### config.mk
export PLATFORM = sky130hd
export DESIGN_NAME = mux_9bit_4to1_flat
export DESIGN_NICKNAME = d
export VERILOG_FILES = /design/src/rtl/mux_9bit_4to1_if.sv /design/src/rtl/mux_9bit_4to1.sv /design/src/flat_wrapper.sv
export SDC_FILE = /design/constraint.sdc
export NUM_CORES = 1
export LEC_CHECK = 0
export BUFFER_PORTS_ARGS = -buffer_cell sky130_fd_sc_hd__buf_2
export CAP_MARGIN = 30
export CORE_MARGIN = 2
export CORE_UTILIZATION = 30
export DETAILED_ROUTE_END_ITERATION = 7
export GPL_TIMING_DRIVEN = 0
export PLACE_DENSITY = 0.7
export SYNTH_ARGS = -nofsm -noshare
export SYNTH_HDL_FRONTEND = slang
export SYNTH_SLANG_ARGS = --single-unit
### constraint.sdc
create_clock -name clk -period 0.8 [get_ports clk]
set_clock_uncertainty 0.1 [all_clocks]
set_input_delay 0 -clock clk [delete_from_list [all_inputs] [get_ports clk]]
set_output_delay 0 -clock clk [all_outputs]
set_load 0.02 [all_outputs]
### src/rtl/mux_9bit_4to1_if.sv
// Operand/result bundle for the 9-bit ALU operand multiplexer.
// The master drives the operands and the select. The slave (the mux) returns the result.
interface mux_9bit_4to1_if #(
  parameter int WIDTH = 9
);
  logic             in_valid;
  logic [1:0]       select;
  logic [WIDTH-1:0] inputA;
  logic [WIDTH-1:0] inputB;
  logic [WIDTH-1:0] inputC;
  logic [WIDTH-1:0] inputD;
  logic [WIDTH-1:0] out;
  logic             out_valid;

  modport master (
    output in_valid, select, inputA, inputB, inputC, inputD,
    input  out, out_valid
  );

  modport slave (
    input  in_valid, select, inputA, inputB, inputC, inputD,
    output out, out_valid
  );
endinterface

### src/rtl/mux_9bit_4to1.sv
// Selects one of four operand buses for the 9-bit ALU datapath.
// REGISTER_OUT=1 gives a registered result with 1-cycle latency and a valid flag.
// REGISTER_OUT=0 gives a purely combinational bypass, in which case clk and rst_n are unused.
module mux_9bit_4to1 #(
  parameter int WIDTH        = 9,
  parameter bit REGISTER_OUT = 1
) (
  input logic               clk,
  input logic               rst_n,
  mux_9bit_4to1_if.slave    bus
);

  // Stage p0: combinational one-of-four selection.
  logic [WIDTH-1:0] sel_data_p0;
  logic             vld_p0;

  assign vld_p0 = bus.in_valid;

  // Selection is bit-exact. An unknown select drives X in simulation and is a don't-care in synthesis.
  always_comb begin
    sel_data_p0 = '0;
    case (bus.select)
      2'b00:   sel_data_p0 = bus.inputA;
      2'b01:   sel_data_p0 = bus.inputB;
      2'b10:   sel_data_p0 = bus.inputC;
      2'b11:   sel_data_p0 = bus.inputD;
      default: sel_data_p0 = 'x;
    endcase
  end

  generate
    if (REGISTER_OUT) begin : g_reg
      // Stage p1: registered result.
      logic [WIDTH-1:0] out_p1;
      logic             vld_p1;

      // Capture on valid and hold otherwise. Reset clears the result so that no in-flight value survives.
      always_ff @(posedge clk or negedge rst_n) begin
        if (!rst_n) begin
          out_p1 <= '0;
          vld_p1 <= 1'b0;
        end else begin
          vld_p1 <= vld_p0;
          if (vld_p0) begin
            out_p1 <= sel_data_p0;
          end
        end
      end

      assign bus.out       = out_p1;
      assign bus.out_valid = vld_p1;
    end else begin : g_comb
      assign bus.out       = sel_data_p0;
      assign bus.out_valid = vld_p0;
    end
  endgenerate

endmodule

### src/flat_wrapper.sv
// flat-port wrapper written by rule: the top's interface ports become plain ports
module mux_9bit_4to1_flat 
#(
  parameter int WIDTH        = 9,
  parameter bit REGISTER_OUT = 1
)
  (clk, rst_n, bus_in_valid, bus_select, bus_inputA, bus_inputB, bus_inputC, bus_inputD, bus_out, bus_out_valid);
  mux_9bit_4to1_if #(.WIDTH(WIDTH)) bus_i ();
  input logic clk;
  input logic rst_n;
  input wire logic [$bits(bus_i.in_valid)-1:0] bus_in_valid;
  input wire logic [$bits(bus_i.select)-1:0] bus_select;
  input wire logic [$bits(bus_i.inputA)-1:0] bus_inputA;
  input wire logic [$bits(bus_i.inputB)-1:0] bus_inputB;
  input wire logic [$bits(bus_i.inputC)-1:0] bus_inputC;
  input wire logic [$bits(bus_i.inputD)-1:0] bus_inputD;
  output wire logic [$bits(bus_i.out)-1:0] bus_out;
  output wire logic [$bits(bus_i.out_valid)-1:0] bus_out_valid;
  assign bus_i.in_valid = bus_in_valid;
  assign bus_i.select = bus_select;
  assign bus_i.inputA = bus_inputA;
  assign bus_i.inputB = bus_inputB;
  assign bus_i.inputC = bus_inputC;
  assign bus_i.inputD = bus_inputD;
  assign bus_out = bus_i.out;
  assign bus_out_valid = bus_i.out_valid;
  mux_9bit_4to1 #(.WIDTH(WIDTH), .REGISTER_OUT(REGISTER_OUT)) u_core (.clk(clk), .rst_n(rst_n), .bus(bus_i));
endmodule
==> qor.yml <==
run_status:
  outcome: "finished, violations left"
  violations: "hold timing, setup timing"
power:
  clkPwrFrac_pct: 28.2
  switching_share_pct: 28.99
  internal_power_mw: 1.151
  leakagePower_nw: 0.5263
  power_frac_comb_pct: 33.5
  power_frac_seq_pct: 38.3
  powerDensity_mw_per_mm2: 1528
  p_switching_mw: 0.4700
  ir_worst_vdd_mv: 0.9568
clock_network:
  path_clk_slew_ns: 0.07
  cts.sinks: 10
  cts_root_buf: "clkbuf_4"
  numCtsBuffers: 3
  htree_levels: 1
  postCtsHoldBufs: 2
  cts_buffer_depth: 2
  cts_tree: "yes"
  clk_latency_ns: 0.26
synth:
  synth_simple_gate_area_share_pct: 10.77
  yosys.area_share.xor_xnor_pct: 0
  ys_seq_elements: 10
  yosysSeqAreaShare_pct: 40.65
  netlist_area_um2: 615.6
  synth_cell_types: 9
  muxShareOfSynthArea_pct: 29.27
  synth_compound_area_share_pct: 12.80
  syn-num-nets: 93
  synth_top_area_share_pct: 40.65
  yosys_warnings: 0
  synthCells: 52
  avgSynthCellArea_um2: 11.84
  synth.area.top_cells: "dfrtp_1 41%, mux2i_1 29%, o221ai_1 13%"
  synth_top_family_by_area: "multiplexers"
  synth-adder-area-share_pct: 0
  yosysTopAreaCell: "dfrtp_1"
placed_design:
  place_inst: 128
  dp_hpwl_um: 1325
  finalWeightedCongestion: 0.6765
  io_buffer_count: 49
floorplanning:
  start_util_pct: 31.70
  die_h_um: 49.30
  die_w_um: 49.30
  placementRows: 16
  core_area_mm2: 0.001942
  pin_count: 51
  die_area_mm2: 0.002430
cells_and_area:
  syn2layout_area_growth_pct: 72.36
  drive_gt1_share_pct: 67.92
  fin_nets: 148
  diodes: 0
  fin_cells: 133
worst_setup_path:
  max_stage_delay_ns: 0.42
  cp_slowest_cell: "dfrtp_2"
  start_kind: "flop"
  cp_max_fo: 2
  path_buf_inv: 1
  cp_cell_sequence: "buf_6"
  required_ns: 0.70
  arrival_ns: 0.81
  criticalPathCategory: "flop to output pin"
  worstSetupEndpointType: "output pin"
  crit_family: "flip-flops"
grt:
  grt_pass1_vias: 648
  grt_pass1_wl_um: 3036
  grt-ovfl-total: 0
  grt_max_degree: 11
  gr-usage-met3_pct: 3.988
  gr-usage-met1_pct: 20.57
  gr-usage-met2_pct: 26.58
  antenna_found_initial: 0
  grt_usage_pct: 16.22
  grt-busiest-layer: "met2"
timing:
  rsz0062_at_grt: "yes"
  timing.final.crit_share_pct: 114.1
  setup_ws_ns: -0.1128
  holdWs_ns: -0.05148
  min_period_ns: 0.9128
  setup_viol: 18
  worst_pin_slew_ns: 0.5136
  slew_viol_final: 0
  tns_ns: -1.127
  max_freq_mhz: 1096
  relSlewSlack_pct: 65.76
  finalHoldViolations: 9
drt:
  ant_nets: 0
  firstDrtPassIters: 4
  vias: 629
  drtIter0Drc: 2
  wire_per_inst_um: 13.12
  drc: 0
  routed_wirelength_um: 1745
  routed_via_density: 4.729
flow_run:
  drv_cap: 0
hold_path:
  hold_path.class: "input port to flop"
[per-layer routing]
metal | vias up | wire (µm)
met5 | - | 0
met4 | 0 | 8
met3 | 2 | 132
met2 | 31 | 886
met1 | 289 | 718
li1 | 307 | -
[power groups by stage]
stage          clock network, mW  registers (mW)  logic [mW]
2_1_floorplan                  0           0.692       0.165
5_1_grt                    0.508           0.631       0.588
3_3_place_gp                   0           0.612       0.429
3_5_place_dp                   0           0.614       0.440
6_report                   0.458           0.621       0.543
4_1_cts                    0.473           0.621       0.524
[repair_timing]
action,in CTS,in global routing
gates resized for setup,21,6
setup buffers,0,0
setup endpoints to repair,18,19
gates cloned,0,0
hold endpoints to repair,20,9
[cell type report]
class                      instances  area (µm²)
buffer                             3       36.28
clock buffer                       4       36.28
fill                             193       880.8
multi-input combinational         38       365.4
sequential                        10       261.5
tap                               27       33.78
timing repair buffer              51       327.8
[worst min-delay path, delay by kind of cell]
kind,cells,cell delay [ns]
compound gates,1,0.15
buf+inv,1,0.07
mux,1,0.05
[state kept, by name (all words and copies together), names as in the netlist]
signal / flops
u_core.bus.out: 9
u_core.bus.out_valid: 1
[final timing paths]
kind                              startpoint                   end  slack (ns)  depth (start not counted)
hold reg to reg            u_core.bus.out[2]     u_core.bus.out[2]        0.42                          2
setup reg to reg           u_core.bus.out[1]     u_core.bus.out[1]       -0.03                          2
max in group asynchronous              rst_n     u_core.bus.out[6]        0.37                          2
min in group asynchronous              rst_n  u_core.bus.out_valid        0.02                          2
hold / removal                 bus_inputB[5]     u_core.bus.out[5]       -0.05                          3
setup / recovery           u_core.bus.out[4]            bus_out[4]       -0.11                          1
[synth_stat cells, drive strengths merged]
cell type	n
mux2i	18
buf	4
dfrtp	10
o221ai	9
nand2	1
nand2b	10
[cell usage in the layout, fill, tap and decap left out, drive strengths merged]
| cell type | n |
|---|---|
| dfrtp | 10 |
| dlygate4sd3 | 2 |
| nand2 | 1 |
| buf | 52 |
| clkbuf | 4 |
| mux2i | 18 |
| o221ai | 9 |
| nand2b | 10 |
[per-stage QoR]
step                total power, mW  instance area, µm²  hold WS [ns]  setup slack (ns)  utilization [%]
floorplan                    0.8570               626.9       -0.3956          -0.03665                -
global placement              1.041               905.9       -0.2247           -0.1841            46.65
detailed placement            1.054               905.9       -0.2243           -0.2110            46.65
CTS                           1.618                1031      -0.05464           -0.1264            53.09
global route                  1.727                1061      -0.04549           -0.1461            54.64
finish                        1.621                1061      -0.05148           -0.1128            54.64
[logic make-up after synthesis]
group / Yosys count
compound gates: 9
buf+inv: 4
flops: 10
mux: 18
simple gates: 11
(Power assumes the default switching activity.)
